<file path="src/rtl/uart_packet_parser.sv">
// -----------------------------------------------------------------------------
// uart_packet_parser
//
// Turns a stream of received UART bytes into packets and 32-bit operand words
// for a downstream ALU.
//
// Packet layout (one byte per rx_valid_i strobe):
//   opcode, reserved, len[7:0], len[15:8], payload...
// The length counts every byte of the packet, header included. Payload bytes
// are packed LSB first into 32-bit words. A short final word has its unused
// upper bytes zero-filled.
//
// Ports
//   clk_i        : system clock, rising edge
//   rst_i        : asynchronous reset, active low
//   rx_data_i    : received byte
//   rx_valid_i   : one-cycle strobe qualifying rx_data_i (no backpressure)
//   opcode_o     : opcode of the current/last packet
//   word_data_o  : assembled operand word
//   word_valid_o : word_data_o/word_last_o hold a word awaiting acceptance
//   word_ready_i : downstream accepts the word
//   word_last_o  : word is the final word of its packet
//   pkt_done_o   : one-cycle pulse when the final packet byte is consumed
//   err_o        : one-cycle error pulse
//   err_code_o   : 01 length, 10 overrun, 11 timeout; held until next error
//
// Build option
//   PKT_PARSER_TIMEOUT_EN : when defined, a packet that sees TIMEOUT_CYCLES
//   idle clocks between bytes is aborted with a timeout error. When undefined
//   the parser waits indefinitely for the next byte.
// -----------------------------------------------------------------------------
module uart_packet_parser #(
   parameter int TIMEOUT_CYCLES = 32768
) (
   input  logic        clk_i,
   input  logic        rst_i,
   input  logic [7:0]  rx_data_i,
   input  logic        rx_valid_i,
   output logic [7:0]  opcode_o,
   output logic [31:0] word_data_o,
   output logic        word_valid_o,
   input  logic        word_ready_i,
   output logic        word_last_o,
   output logic        pkt_done_o,
   output logic        err_o,
   output logic [1:0]  err_code_o
);

   if (TIMEOUT_CYCLES < 1) begin : g_bad_timeout
      $error("TIMEOUT_CYCLES must be at least 1");
   end

   typedef enum logic [2:0] {
      S_OPCODE  = 3'd0,
      S_RSVD    = 3'd1,
      S_LEN_LO  = 3'd2,
      S_LEN_HI  = 3'd3,
      S_PAYLOAD = 3'd4
   } state_t;

   state_t      state, state_nxt;
   logic [7:0]  len_lo;
   logic [15:0] remaining;   // payload bytes still to come
   logic [1:0]  byte_idx;    // byte lane the next payload byte lands in
   logic [31:0] accum;       // partial word, upper lanes kept zero

   logic [15:0] length_full;
   logic        hdr_short;
   logic        hdr_empty;
   logic        word_done;
   logic        last_byte;
   logic        timeout;
   logic [31:0] word_new;

   assign length_full = {rx_data_i, len_lo};

`ifdef PKT_PARSER_TIMEOUT_EN
   logic [31:0] idle_cnt;

   // Fires on the TIMEOUT_CYCLES-th consecutive idle clock inside a packet.
   assign timeout = (state != S_OPCODE) && !rx_valid_i &&
                    (idle_cnt == 32'(TIMEOUT_CYCLES - 1));

   always_ff @(posedge clk_i or negedge rst_i) begin
      if (!rst_i)
         idle_cnt <= '0;
      else if (state == S_OPCODE || rx_valid_i || timeout)
         idle_cnt <= '0;
      else
         idle_cnt <= idle_cnt + 32'd1;
   end
`else
   assign timeout = 1'b0;
`endif

   // ---------------------------------------------------------------- FSM
   always_ff @(posedge clk_i or negedge rst_i) begin
      if (!rst_i)
         state <= S_OPCODE;
      else
         state <= state_nxt;
   end

   always_comb begin
      state_nxt = state;
      hdr_short = 1'b0;
      hdr_empty = 1'b0;
      word_done = 1'b0;
      last_byte = 1'b0;
      word_new  = accum;
      word_new[{byte_idx, 3'b000} +: 8] = rx_data_i;

      case (state)
         S_OPCODE: if (rx_valid_i) state_nxt = S_RSVD;
         S_RSVD:   if (rx_valid_i) state_nxt = S_LEN_LO;
         S_LEN_LO: if (rx_valid_i) state_nxt = S_LEN_HI;
         S_LEN_HI: begin
            if (rx_valid_i) begin
               if (length_full < 16'd4) begin
                  hdr_short = 1'b1;
                  state_nxt = S_OPCODE;
               end else if (length_full == 16'd4) begin
                  hdr_empty = 1'b1;
                  state_nxt = S_OPCODE;
               end else begin
                  state_nxt = S_PAYLOAD;
               end
            end
         end
         S_PAYLOAD: begin
            if (rx_valid_i) begin
               last_byte = (remaining == 16'd1);
               word_done = (byte_idx == 2'd3) || last_byte;
               if (last_byte) state_nxt = S_OPCODE;
            end
         end
         default: state_nxt = S_OPCODE;
      endcase

      if (timeout) state_nxt = S_OPCODE;
   end

   // ----------------------------------------------------------- datapath
   always_ff @(posedge clk_i or negedge rst_i) begin
      if (!rst_i) begin
         opcode_o     <= '0;
         len_lo       <= '0;
         remaining    <= '0;
         byte_idx     <= '0;
         accum        <= '0;
         word_data_o  <= '0;
         word_valid_o <= 1'b0;
         word_last_o  <= 1'b0;
         pkt_done_o   <= 1'b0;
         err_o        <= 1'b0;
         err_code_o   <= 2'b00;
      end else begin
         pkt_done_o <= 1'b0;
         err_o      <= 1'b0;

         if (rx_valid_i && state == S_OPCODE) opcode_o <= rx_data_i;
         if (rx_valid_i && state == S_LEN_LO) len_lo   <= rx_data_i;

         if (rx_valid_i && state == S_LEN_HI) begin
            remaining <= (length_full > 16'd4) ? length_full - 16'd4 : 16'd0;
            byte_idx  <= '0;
            accum     <= '0;
         end

         if (hdr_short) begin
            err_o      <= 1'b1;
            err_code_o <= 2'b01;
         end
         if (hdr_empty) pkt_done_o <= 1'b1;

         if (rx_valid_i && state == S_PAYLOAD) begin
            remaining <= remaining - 16'd1;
            if (word_done) begin
               accum    <= '0;
               byte_idx <= '0;
            end else begin
               accum    <= word_new;
               byte_idx <= byte_idx + 2'd1;
            end
            if (last_byte) pkt_done_o <= 1'b1;
         end

         // Output slot: a completing word may replace the held one only if
         // the slot is empty or is being handed off this very cycle;
         // otherwise the new word is dropped as an overrun.
         if (word_done) begin
            if (!word_valid_o || word_ready_i) begin
               word_data_o  <= word_new;
               word_last_o  <= last_byte;
               word_valid_o <= 1'b1;
            end else begin
               err_o      <= 1'b1;
               err_code_o <= 2'b10;
            end
         end else if (word_valid_o && word_ready_i) begin
            word_valid_o <= 1'b0;
         end

         // Timeout only happens on an idle clock, so it never collides with
         // the byte-driven updates above; the output slot is left alone.
         if (timeout) begin
            err_o      <= 1'b1;
            err_code_o <= 2'b11;
            accum      <= '0;
            byte_idx   <= '0;
            remaining  <= '0;
         end
      end
   end

endmodule

</file>
<file path="config.mk">
export PLATFORM = sky130hd
export DESIGN_NAME = uart_packet_parser
export DESIGN_NICKNAME = d
export VERILOG_FILES = /design/src/rtl/uart_packet_parser.sv
export SDC_FILE = /design/constraint.sdc
export NUM_CORES = 1
export LEC_CHECK = 0
export CORE_ASPECT_RATIO = 1.2
export CORE_MARGIN = 5
export CORE_UTILIZATION = 45
export CTS_CLUSTER_SIZE = 10
export DETAILED_ROUTE_END_ITERATION = 10
export PLACE_DENSITY = 0.66
export SYNTH_ARGS = -nofsm -noshare
export SYNTH_HDL_FRONTEND = slang
export SYNTH_SLANG_ARGS = --single-unit
</file>
<file path="constraint.sdc">
create_clock -name clk_i -period 4.95 [get_ports clk_i]
set_clock_uncertainty 0.2 [all_clocks]
set_input_delay 1.485 -clock clk_i [delete_from_list [all_inputs] [get_ports clk_i]]
set_output_delay 1.485 -clock clk_i [all_outputs]
set_load 0.1 [all_outputs]
</file>
==> summary.md <==
| Metric | Value |
|---|---|
| Status | `finished clean` |
| Port bufs | `57` |
| Routed via count | `3983` |
| Commonest non-fill, non-tap cell in the layout | `dfrtp_1` |
| Clock Latency Late Sink | `0.35 ns` |
| Reg2Reg Depth | `6` |
| Int Pwr | `1.80 mW` |
| Clock transition at path regs | `0.07 ns` |
| Antenna-violating nets left | `0` |
| Cts hold-fix bufs | `0` |
| First-pass DRT Iterations | `5` |
| Antenna cells | `0` |
| Initial DRC count | `290` |
| FP Rows | `42` |
| Combinational power share | `36.7%` |
| Max cap viols | `0` |
| Max VDD drop | `0.587 mV` |
| Gr ovfl total | `0` |
| IO Pins | `58` |
| Share of cells above drive strength 1 | `9.43%` |
| Slew at the pin closest to its max-slew limit | `1.21 ns` |
| CTS tree | `done` |
| FF-to-FF End | `word_data_o[4]$_DFFE_PN0P_` |
| CTS Sinks | `107` |
| Vias in the first global route | `4124` |
| Post-Syn Area | `0.00509 mm^2` |
| Post-place setup slack | `0.932 ns` |
| Synth top area cells | `dfrtp_1 (53%), o21ai_0 (4.5%), a22o_1 (4.3%)` |
| Worst EP required | `4.98 ns` |
| Vias/cell | `5.73` |
| DIE AREA | `0.0136 mm^2` |
| Most frequent cells in the layout | `dfrtp_1 (107), nand2_1 (58), clkdlybuf4s50_1 (56)` |
| Drt drc | `0` |
| Layout area overhead | `19.2%` |
| Clk pwr share | `22.5%` |
| Synth area leader | `dfrtp_1` |
| Yosys cell types | `52` |
| Antenna violations before repair | `0` |
| Crit. Startpoint | `rx_data_i[0]` |
| Crit end category | `flip-flop` |
| Gr usage total | `19.8%` |
| Initial Util | `45.9%` |
| CTS Buf Count | `9` |
| Design Power | `3.09 mW` |
| Synth warn | `0` |
| First-pass GRT wire length | `21.3 mm` |
| Gate count of the mapped netlist | `492` |
| Average size of a mapped cell | `10.4 um^2` |
| Pwr per Cell Area | `510 mW/mm^2` |
| Fmax | `0.272 GHz` |
| Psw | `1.30 mW` |
| Synth Net Count | `513` |
| Post-CTS Setup Inserts | `0` |
| Worst reg2reg startpoint | `remaining[1]$_DFFE_PN0P_` |
| Lkg Pwr | `2.50 nW` |
| Slew HR | `19.3%` |
| Htree depth | `3` |
| Kind of critical path | `input pin to flip-flop` |
| Core Util, Final | `54.8%` |
| Clk buf depth | `2` |
| Net Sw Frac | `41.9%` |
| FF+latch count, synth | `107` |
| Root Buffer | `clkbuf_16` |
| Setup violations, final | `0` |
| Gpl congestion | `0.868` |
| Fraction of synthesis flops using an asynchronous set or reset pin | `100%` |
| Setup TNS | `0 ns` |
| CTS resizes | `0` |
| Hold Fails Final Rpt | `0` |
| Routed wire per std cell | `18.3 um` |
| R2R Setup Slk | `2.07 ns` |
| Placeable core region | `0.0111 mm^2` |
| Die Y-Extent | `127 um` |
| WL final | `12.7 mm` |
| Nets | `557` |
| Seq pwr share | `40.8%` |
| Crit path time final | `3.68 ns` |
| Hold Path Class | `flip-flop to flip-flop` |
| Post-synth EDFFs | `0` |
| Synth Flop Type | `dfrtp_1` |
| Post-synth top area share | `52.6%` |
| Final worst setup slack | `1.27 ns` |
| DP HPWL | `8.36 mm` |
| Final Max Tran Viols | `0` |
| Largest net degree at the start of global routing | `65` |
| Chip Width | `107 um` |
| RSZ-0062 raised after global routing | `no` |
| Sequential-to-total area share from yosys stat | `52.6%` |
| Critical Path End | `err_code_o[1]$_DFF_PN0_` |
| CP max FO | `14` |
| Critical path launch point type | `input pin` |
| Final period util | `74.4%` |
| Crit path DAT | `3.71 ns` |
-- cells in the mapped netlist, drive strengths merged (10+ instances only) --
cell / n
clkbuf: 20
nor2: 14
a21oi: 32
nor2b: 25
nand3: 11
o21ai: 50
nor3: 10
mux2: 12
and2: 11
nand2: 58
dfrtp: 107
inv: 12
a22o: 25
-- sequential cells by signal, indices dropped and copies added, names as in the netlist --
register	cells
accum	32
byte_idx	2
err_code_o	2
err_o	1
len_lo	8
opcode_o	8
pkt_done_o	1
remaining	16
state	3
word_data_o	32
word_last_o	1
word_valid_o	1
-- power by group through the flow --
stage	registers, mW	logic [mW]	clock network (mW)
6_report	1.26	1.14	0.697
5_1_grt	1.29	1.22	0.751
4_1_cts	1.26	1.14	0.710
3_5_place_dp	1.27	1.13	0
3_3_place_gp	1.26	1.11	0
2_1_floorplan	1.48	0.646	0
-- worst min path at each step --
| stage | startpoint | endpoint | depth (start not counted) | slack (ns) |
|---|---|---|---|---|
| after floorplan | accum[24]$_DFFE_PN0P_ | accum[24]$_DFFE_PN0P_ | 1 | 0.25 |
| after global placement | word_data_o[16]$_DFFE_PN0P_ | word_data_o[16]$_DFFE_PN0P_ | 2 | 0.27 |
| after detailed placement | word_data_o[11]$_DFFE_PN0P_ | word_data_o[11]$_DFFE_PN0P_ | 2 | 0.27 |
| after CTS | word_data_o[11]$_DFFE_PN0P_ | word_data_o[11]$_DFFE_PN0P_ | 2 | 0.29 |
| after global routing | accum[28]$_DFFE_PN0P_ | accum[28]$_DFFE_PN0P_ | 1 | 0.31 |
| final | word_data_o[11]$_DFFE_PN0P_ | word_data_o[11]$_DFFE_PN0P_ | 2 | 0.28 |
-- worst max-delay path: stages --
cell and delay (ns):
clkdlybuf4s50_1 0.83, nor3_1 0.44, nand2_1 0.22, or4_1 0.57
nand2_1 0.10, o31ai_1 0.06
-- cell families after synthesis --
kind of cell / after synthesis / share of synthesized area, %
and+or+nand+nor: 166 / 18.4
xor gates and xnor gates: 14 / 2.41
muxes: 12 / 2.65
buffers and inverters: 42 / 3.32
adders and majority gates: 9 / 2.21
DFF: 107 / 52.6
AOI/OAI and AO/OA: 142 / 18.4
-- through the flow --
step,std cells,area [um^2],hold slack [ns]
floorplan,492,5090,0.255
global placement,679,5790,0.268
detailed placement,679,5790,0.270
CTS,695,6070,0.286
global route,695,6070,0.308
finish,695,6070,0.278
-- per-layer routing --
layer  up-vias  GRT usage [%]  routed length (um)
met3        24           4.17                 654
met4         0           7.07                 271
li1       1845              -                   -
met2       134           31.0                5950
met1      1980           27.3                5850
met5         -              0                   0
-- final cells by class --
cell class / instances / area (um^2)
fillers: 984 / 5010
clock inverters: 6 / 48.8
repair buffers: 62 / 606
flip-flops and latches: 107 / 2680
multi-input cells: 343 / 2260
well taps: 154 / 193
inverters: 13 / 48.8
clock buffers: 10 / 239
Power figures use the tool's default switching activity.
